$ cat src/rtl/reg_file_pkg.sv
`default_nettype none
// ============================================================================
//  Module   : reg_file_pkg
//  Brief    : Shared widths and constants for the scoreboarded register file.
//  Revision : 1.0 - initial release
// ============================================================================
package reg_file_pkg;

    localparam int DEFAULT_DATA_W = 32;
    localparam int DEFAULT_ADDR_W = 5;
    localparam int ZERO_REG       = 0;

    localparam logic [DEFAULT_DATA_W-1:0] RESET_DATA = '0;

endpackage : reg_file_pkg
`default_nettype wire

$ cat src/rtl/rf_scoreboard.sv
`default_nettype none
// ============================================================================
//  Module   : rf_scoreboard
//  Brief    : Per-register pending-producer bits with flush and registered count.
//  Revision : 1.0 - initial release
// ============================================================================
module rf_scoreboard
    import reg_file_pkg::*;
#(
    parameter int ADDR_W = DEFAULT_ADDR_W
) (
    input  logic                  clock,
    input  logic                  reset_n,
    input  logic                  i_issue,
    input  logic [ADDR_W-1:0]     i_issue_reg,
    input  logic                  i_clear,
    input  logic [ADDR_W-1:0]     i_clear_reg,
    input  logic                  i_flush,
    output logic [2**ADDR_W-1:0]  o_busy,
    output logic [ADDR_W:0]       o_busy_count
);

    localparam int c_depth = 2**ADDR_W;

    logic [c_depth-1:0] r_busy;
    logic [c_depth-1:0] w_busy_nxt;
    logic [ADDR_W:0]    r_count;
    logic [ADDR_W:0]    w_count_nxt;

    // Issue is applied after the write-clear so a same-cycle issue keeps the bit set.
    always_comb begin
        w_busy_nxt = r_busy;
        if (i_flush) begin
            w_busy_nxt = '0;
        end else begin
            if (i_clear) begin
                w_busy_nxt[i_clear_reg] = 1'b0;
            end
            if (i_issue) begin
                w_busy_nxt[i_issue_reg] = 1'b1;
            end
        end
        w_busy_nxt[ZERO_REG] = 1'b0;
    end

    always_comb begin
        w_count_nxt = '0;
        for (int i = 0; i < c_depth; i++) begin
            w_count_nxt = w_count_nxt + {{ADDR_W{1'b0}}, w_busy_nxt[i]};
        end
    end

    always_ff @(posedge clock or negedge reset_n) begin
        if (!reset_n) begin
            r_busy  <= '0;
            r_count <= '0;
        end else begin
            r_busy  <= w_busy_nxt;
            r_count <= w_count_nxt;
        end
    end

    assign o_busy       = r_busy;
    assign o_busy_count = r_count;

endmodule : rf_scoreboard
`default_nettype wire

$ cat src/rtl/reg_file_sb.sv
`default_nettype none
// ============================================================================
//  Module   : reg_file_sb
//  Brief    : 2-read/1-write register file with optional write forwarding and
//             a pending-producer scoreboard driving the Stall output.
//  Revision : 1.0 - initial release
// ============================================================================
module reg_file_sb
    import reg_file_pkg::*;
#(
    parameter int DATA_W = DEFAULT_DATA_W,
    parameter int ADDR_W = DEFAULT_ADDR_W,
    parameter int BYPASS = 1
) (
    input  logic              clock,
    input  logic              reset_n,
    input  logic [ADDR_W-1:0] Read1,
    input  logic [ADDR_W-1:0] Read2,
    output logic [DATA_W-1:0] Data1,
    output logic [DATA_W-1:0] Data2,
    input  logic              RegWrite,
    input  logic [ADDR_W-1:0] WriteReg,
    input  logic [DATA_W-1:0] WriteData,
    input  logic              Issue,
    input  logic [ADDR_W-1:0] IssueReg,
    input  logic              Flush,
    output logic              Stall,
    output logic [ADDR_W:0]   BusyCount
);

    localparam int                c_depth      = 2**ADDR_W;
    localparam bit                c_bypass_en  = (BYPASS != 0);
    localparam logic [ADDR_W-1:0] c_zero_idx   = ADDR_W'(ZERO_REG);
    localparam logic [DATA_W-1:0] c_reset_word = DATA_W'(RESET_DATA);

    logic [DATA_W-1:0]  r_rf [c_depth];
    logic [c_depth-1:0] w_busy;
    logic               w_wr_en;
    logic               w_fwd1;
    logic               w_fwd2;
    logic               w_pend1;
    logic               w_pend2;

    assign w_wr_en = RegWrite && (WriteReg != c_zero_idx);

    // Entry 0 is never written, so it keeps its reset value forever.
    always_ff @(posedge clock or negedge reset_n) begin
        if (!reset_n) begin
            for (int i = 0; i < c_depth; i++) begin
                r_rf[i] <= c_reset_word;
            end
        end else if (w_wr_en) begin
            r_rf[WriteReg] <= WriteData;
        end
    end

    // Forwarding is gated by reset_n so reset forces zero reads even mid-write.
    assign w_fwd1 = c_bypass_en && reset_n && w_wr_en && (WriteReg == Read1);
    assign w_fwd2 = c_bypass_en && reset_n && w_wr_en && (WriteReg == Read2);

    assign Data1 = (Read1 == c_zero_idx) ? c_reset_word :
                   w_fwd1                ? WriteData    : r_rf[Read1];
    assign Data2 = (Read2 == c_zero_idx) ? c_reset_word :
                   w_fwd2                ? WriteData    : r_rf[Read2];

    assign w_pend1 = w_busy[Read1] && (Read1 != c_zero_idx) && !w_fwd1;
    assign w_pend2 = w_busy[Read2] && (Read2 != c_zero_idx) && !w_fwd2;
    assign Stall   = w_pend1 || w_pend2;

    rf_scoreboard #(
        .ADDR_W       (ADDR_W)
    ) u_scoreboard (
        .clock        (clock),
        .reset_n      (reset_n),
        .i_issue      (Issue),
        .i_issue_reg  (IssueReg),
        .i_clear      (w_wr_en),
        .i_clear_reg  (WriteReg),
        .i_flush      (Flush),
        .o_busy       (w_busy),
        .o_busy_count (BusyCount)
    );

endmodule : reg_file_sb
`default_nettype wire

$ cat config.mk
export PLATFORM = sky130hd
export DESIGN_NAME = reg_file_sb
export DESIGN_NICKNAME = d
export VERILOG_FILES = /design/src/rtl/reg_file_pkg.sv /design/src/rtl/rf_scoreboard.sv /design/src/rtl/reg_file_sb.sv
export SDC_FILE = /design/constraint.sdc
export NUM_CORES = 2
export LEC_CHECK = 0
export BUFFER_PORTS_ARGS = -buffer_cell sky130_fd_sc_hd__buf_2
export CORE_MARGIN = 1.5
export CORE_UTILIZATION = 55
export CTS_BUF_LIST = sky130_fd_sc_hd__clkbuf_4
export CTS_CLUSTER_DIAMETER = 40
export DETAILED_ROUTE_END_ITERATION = 6
export PLACE_DENSITY_LB_ADDON = 0.05
export RECOVER_POWER = 25
export SKIP_CTS_REPAIR_TIMING = 1
export SLEW_MARGIN = 20
export SYNTH_ARGS = -nofsm -noshare
export SYNTH_HDL_FRONTEND = slang
export SYNTH_HIERARCHICAL = 1
export SYNTH_SLANG_ARGS = --single-unit
$ cat constraint.sdc
create_clock -name clock -period 10.65 [get_ports clock]
set_clock_uncertainty 0.2 [all_clocks]
set_input_delay 2.13 -clock clock [delete_from_list [all_inputs] [get_ports clock]]
set_output_delay 2.13 -clock clock [all_outputs]
set_load 0.02 [all_outputs]
==> impl_results.md <==
- Status: finished, violations left
- Failing checks: capacitance limit, slew limit
- TritonCTS sink count: 1061
- Top delay family on crit path: compound AO/OA/AOI/OAI gates
- Fmax: 125 MHz
- Post-synthesis sequential area ratio: 0.460
- Worst-skew pair later-pin latency: 1.15 ns
- GRT Overall Usage: 0.338
- Switching Share: 0.283
- Critical path's slowest cell: o31ai_4
- Crit path to: Data2[28]
- Mapped Nets: 3881
- Pre-CTS WS: 2.05 ns
- Final WL: 177000 um
- Vias in the first global route: 40600
- TNS Setup: 0 ns
- CP endpoint kind: output port
- Final hold violations: 0
- Setup ws final: 2.65 ns
- P_sw: 0.00329 W
- Area leader, netlist: dfrtp_1
- 1st-iter DRT viols: 3496
- Routing usage on met3: 0.0843
- Worst reg-to-reg setup slack: 5.12 ns
- Critical path startpoint category: input pin
- Seq pwr share: 0.457
- Die X: 327 um
- Global route hottest layer: met2
- Nets: 3987
- Minimum clock period: 8.00 ns
- Most used cell, CP: nor3_1
- WP data arrival: 5.67 ns
- Syn Area/Cell: 15.2 um2
- Library cells used by synthesis: 52
- GP Congestion: 0.850
- Internal: 0.00834 W
- Die height: 327 um
- Buffers & Inverters on Critical Path: 3
- Crit-path max FO: 18
- PortBufs: 127
- Cell Area, Synth: 0.0577 mm2
- Initial antenna violation count: 8
- Ports: 128
- Final ANT Viol Nets: 0
- CTS clk-pin slew, worst paths: 0.05 ns
- Final hold slack: 0.197 ns
- Worst r2r path cells: 18
- Largest net degree at the start of global routing: 163
- Die area: 0.107 mm2
- Post-Syn Instances: 3794
- # Max-Cap Violations: 21
- Leak: 27.4 nW
- Part of the power in the clock network: 0.333
- Met2 Use GR: 0.539
- Crit-path max cell delay: 0.94 ns
- Critical Path RT: 8.32 ns
- CP Launch Point: WriteReg[2]
- Post-synth top area share: 0.460
- Ranking of synthesized cells by area: dfrtp_1, mux4_2, mux2_2
- Critical path depth: 8
- RR Endpoint: u_scoreboard/o_busy_count[4]
- Post-DP HPWL: 101000 um
- Power per cell area: 185 mW/mm2
- Slew Limit Headroom: -1.73
- Root buffer cell: clkbuf_4
- #FFs+latches synth: 1061
- First-pass GRT wire length: 265000 um
- Hold Crit Class: register to register
- Setup violations, final: 0
- Ys async rst share: 1.00
- Post-synth EDFFs: 0
- Clk buf depth: 4
- Top-count cell post-synth: dfrtp_1
- Inserted Clock Buffers: 315
- VDD IR-drop max: 0.0000971 V
- H-tree levels: 5
- Total power draw: 0.0116 W
- Row count: 118
- Area Overhead vs Synth: 9.33%
- R2r startpoint: u_scoreboard/o_busy[26]
- Critical path type: input pin to output port
- RSZ-0062 raised after global routing: no
- Clock tree from TritonCTS: built
- DR vias/cell: 6.82
- Ys Warns: 6
- Ys flop type: dfrtp_1
- Critical path cell sequence: clkbuf_1 -> nor3_1 -> a21bo_1 -> o31ai_4 -> buf_4 -> o221ai_1 -> nor3_1 -> buf_2
- Via count: 37500
- Number of remaining DRC errors: 0
- Final worst path period share: 0.751
- Logic pwr share: 0.211
- Met1 Use GR: 0.453
- Share of cells above drive strength 1: 0.567
- Core ar.: 0.104 mm2
- Grt ovf: 0
- DRT Pass-1 Iters: 6
- Routed len/inst: 32.2 um
- Initial core utilization: 0.556
- Most instantiated cells after synthesis: dfrtp_1, mux2_2, mux4_2
- Final Slew Violations: 697
- Worst-Margin Slew: 4.10 ns
[registers in the layout, summed over array words and instances (netlist names)]
register,count
u_scoreboard/o_busy_count,6
r_rf,1024
u_scoreboard/o_busy,31
[how the worst min path moves through the flow]
stage          startpoint    endpoint  slack (ns)  cells past startpoint
2_1_floorplan  r_rf[1000]  r_rf[1000]        0.24                      1
3_3_place_gp   r_rf[1019]  r_rf[1019]        0.18                      0
3_5_place_dp   r_rf[1005]  r_rf[1005]        0.18                      0
4_1_cts        r_rf[1005]  r_rf[1005]        0.20                      0
5_1_grt        r_rf[1002]  r_rf[1002]        0.21                      0
6_report       r_rf[1005]  r_rf[1005]        0.20                      0
[metal layers]
metal	up-vias	wire length [um]
met5	-	7
met4	2	5720
met3	375	14000
met2	1680	86300
met1	20400	71200
li1	15000	-
[power groups by stage]
stage          Combinational [W]  Clock, W  Sequential, W
4_1_cts                  0.00246   0.00395        0.00529
5_1_grt                  0.00261   0.00419        0.00540
6_report                 0.00245   0.00387        0.00531
3_3_place_gp             0.00238         0        0.00525
3_5_place_dp             0.00245         0        0.00536
2_1_floorplan            0.00189         0        0.00517
[worst reg2reg max path: stages, from the launching register on]
cell and delay, ns:
dfrtp_1 0.41, nor2b_1 0.14, o21ai_0 0.10, o21ai_0 0.19, fa_1 0.59, inv_1 0.05, fa_1 0.50, inv_1 0.05
fa_1 0.47, inv_1 0.06, fa_1 0.54, fa_1 0.44, fa_1 0.52, fa_1 0.18, inv_1 0.06, fa_1 0.46
a21o_1 0.20, a21oi_1 0.16, xnor2_1 0.13
[placed cells by master, fill, tap and decap left out, types with 31 or more instances in the layout]
master and instances:
dfrtp_1 1061, mux2_2 1022, mux4_2 592, clkbuf_4 465, buf_2 120, nor3_1 96, nor2b_1 93, nor2_1 73
a22oi_1 65, buf_4 62, o21ai_0 59, clkinv_1 49, nand2_1 42, inv_1 31
[layout make-up]
class	count	area, um2
Tap cell	1380	1730
Inverter	32	121
Fill cell	7914	40800
Antenna cell	3	7.51
Timing Repair Buffer	215	1400
Clock buffer	465	3490
Multi-Input combinational cell	2275	29400
Sequential cell	1061	26600
Clock inverter	63	370
[kinds of logic after synthesis]
family	Yosys count	share of synthesized area
AOI/OAI and AO/OA	223	0.0268
xor gates and xnor gates	13	0.00197
other	1	0.0000650
DFF	1061	0.460
and+or+nand+nor	380	0.0344
buffers and inverters	458	0.0335
muxes	1628	0.433
adders and majority gates	30	0.00950
[stage by stage]
| step | area (um2) | instances | util |
|---|---|---|---|
| 6_report | 63000 | 5494 | 0.607 |
| 5_1_grt | 63000 | 5494 | 0.607 |
| 4_1_cts | 63100 | 5491 | 0.608 |
| 3_5_place_dp | 59300 | 4963 | 0.571 |
| 3_3_place_gp | 59200 | 4962 | 0.571 |
| 2_1_floorplan | 57700 | 3794 | - |
Note: power is estimated with default switching activity, not from simulation.
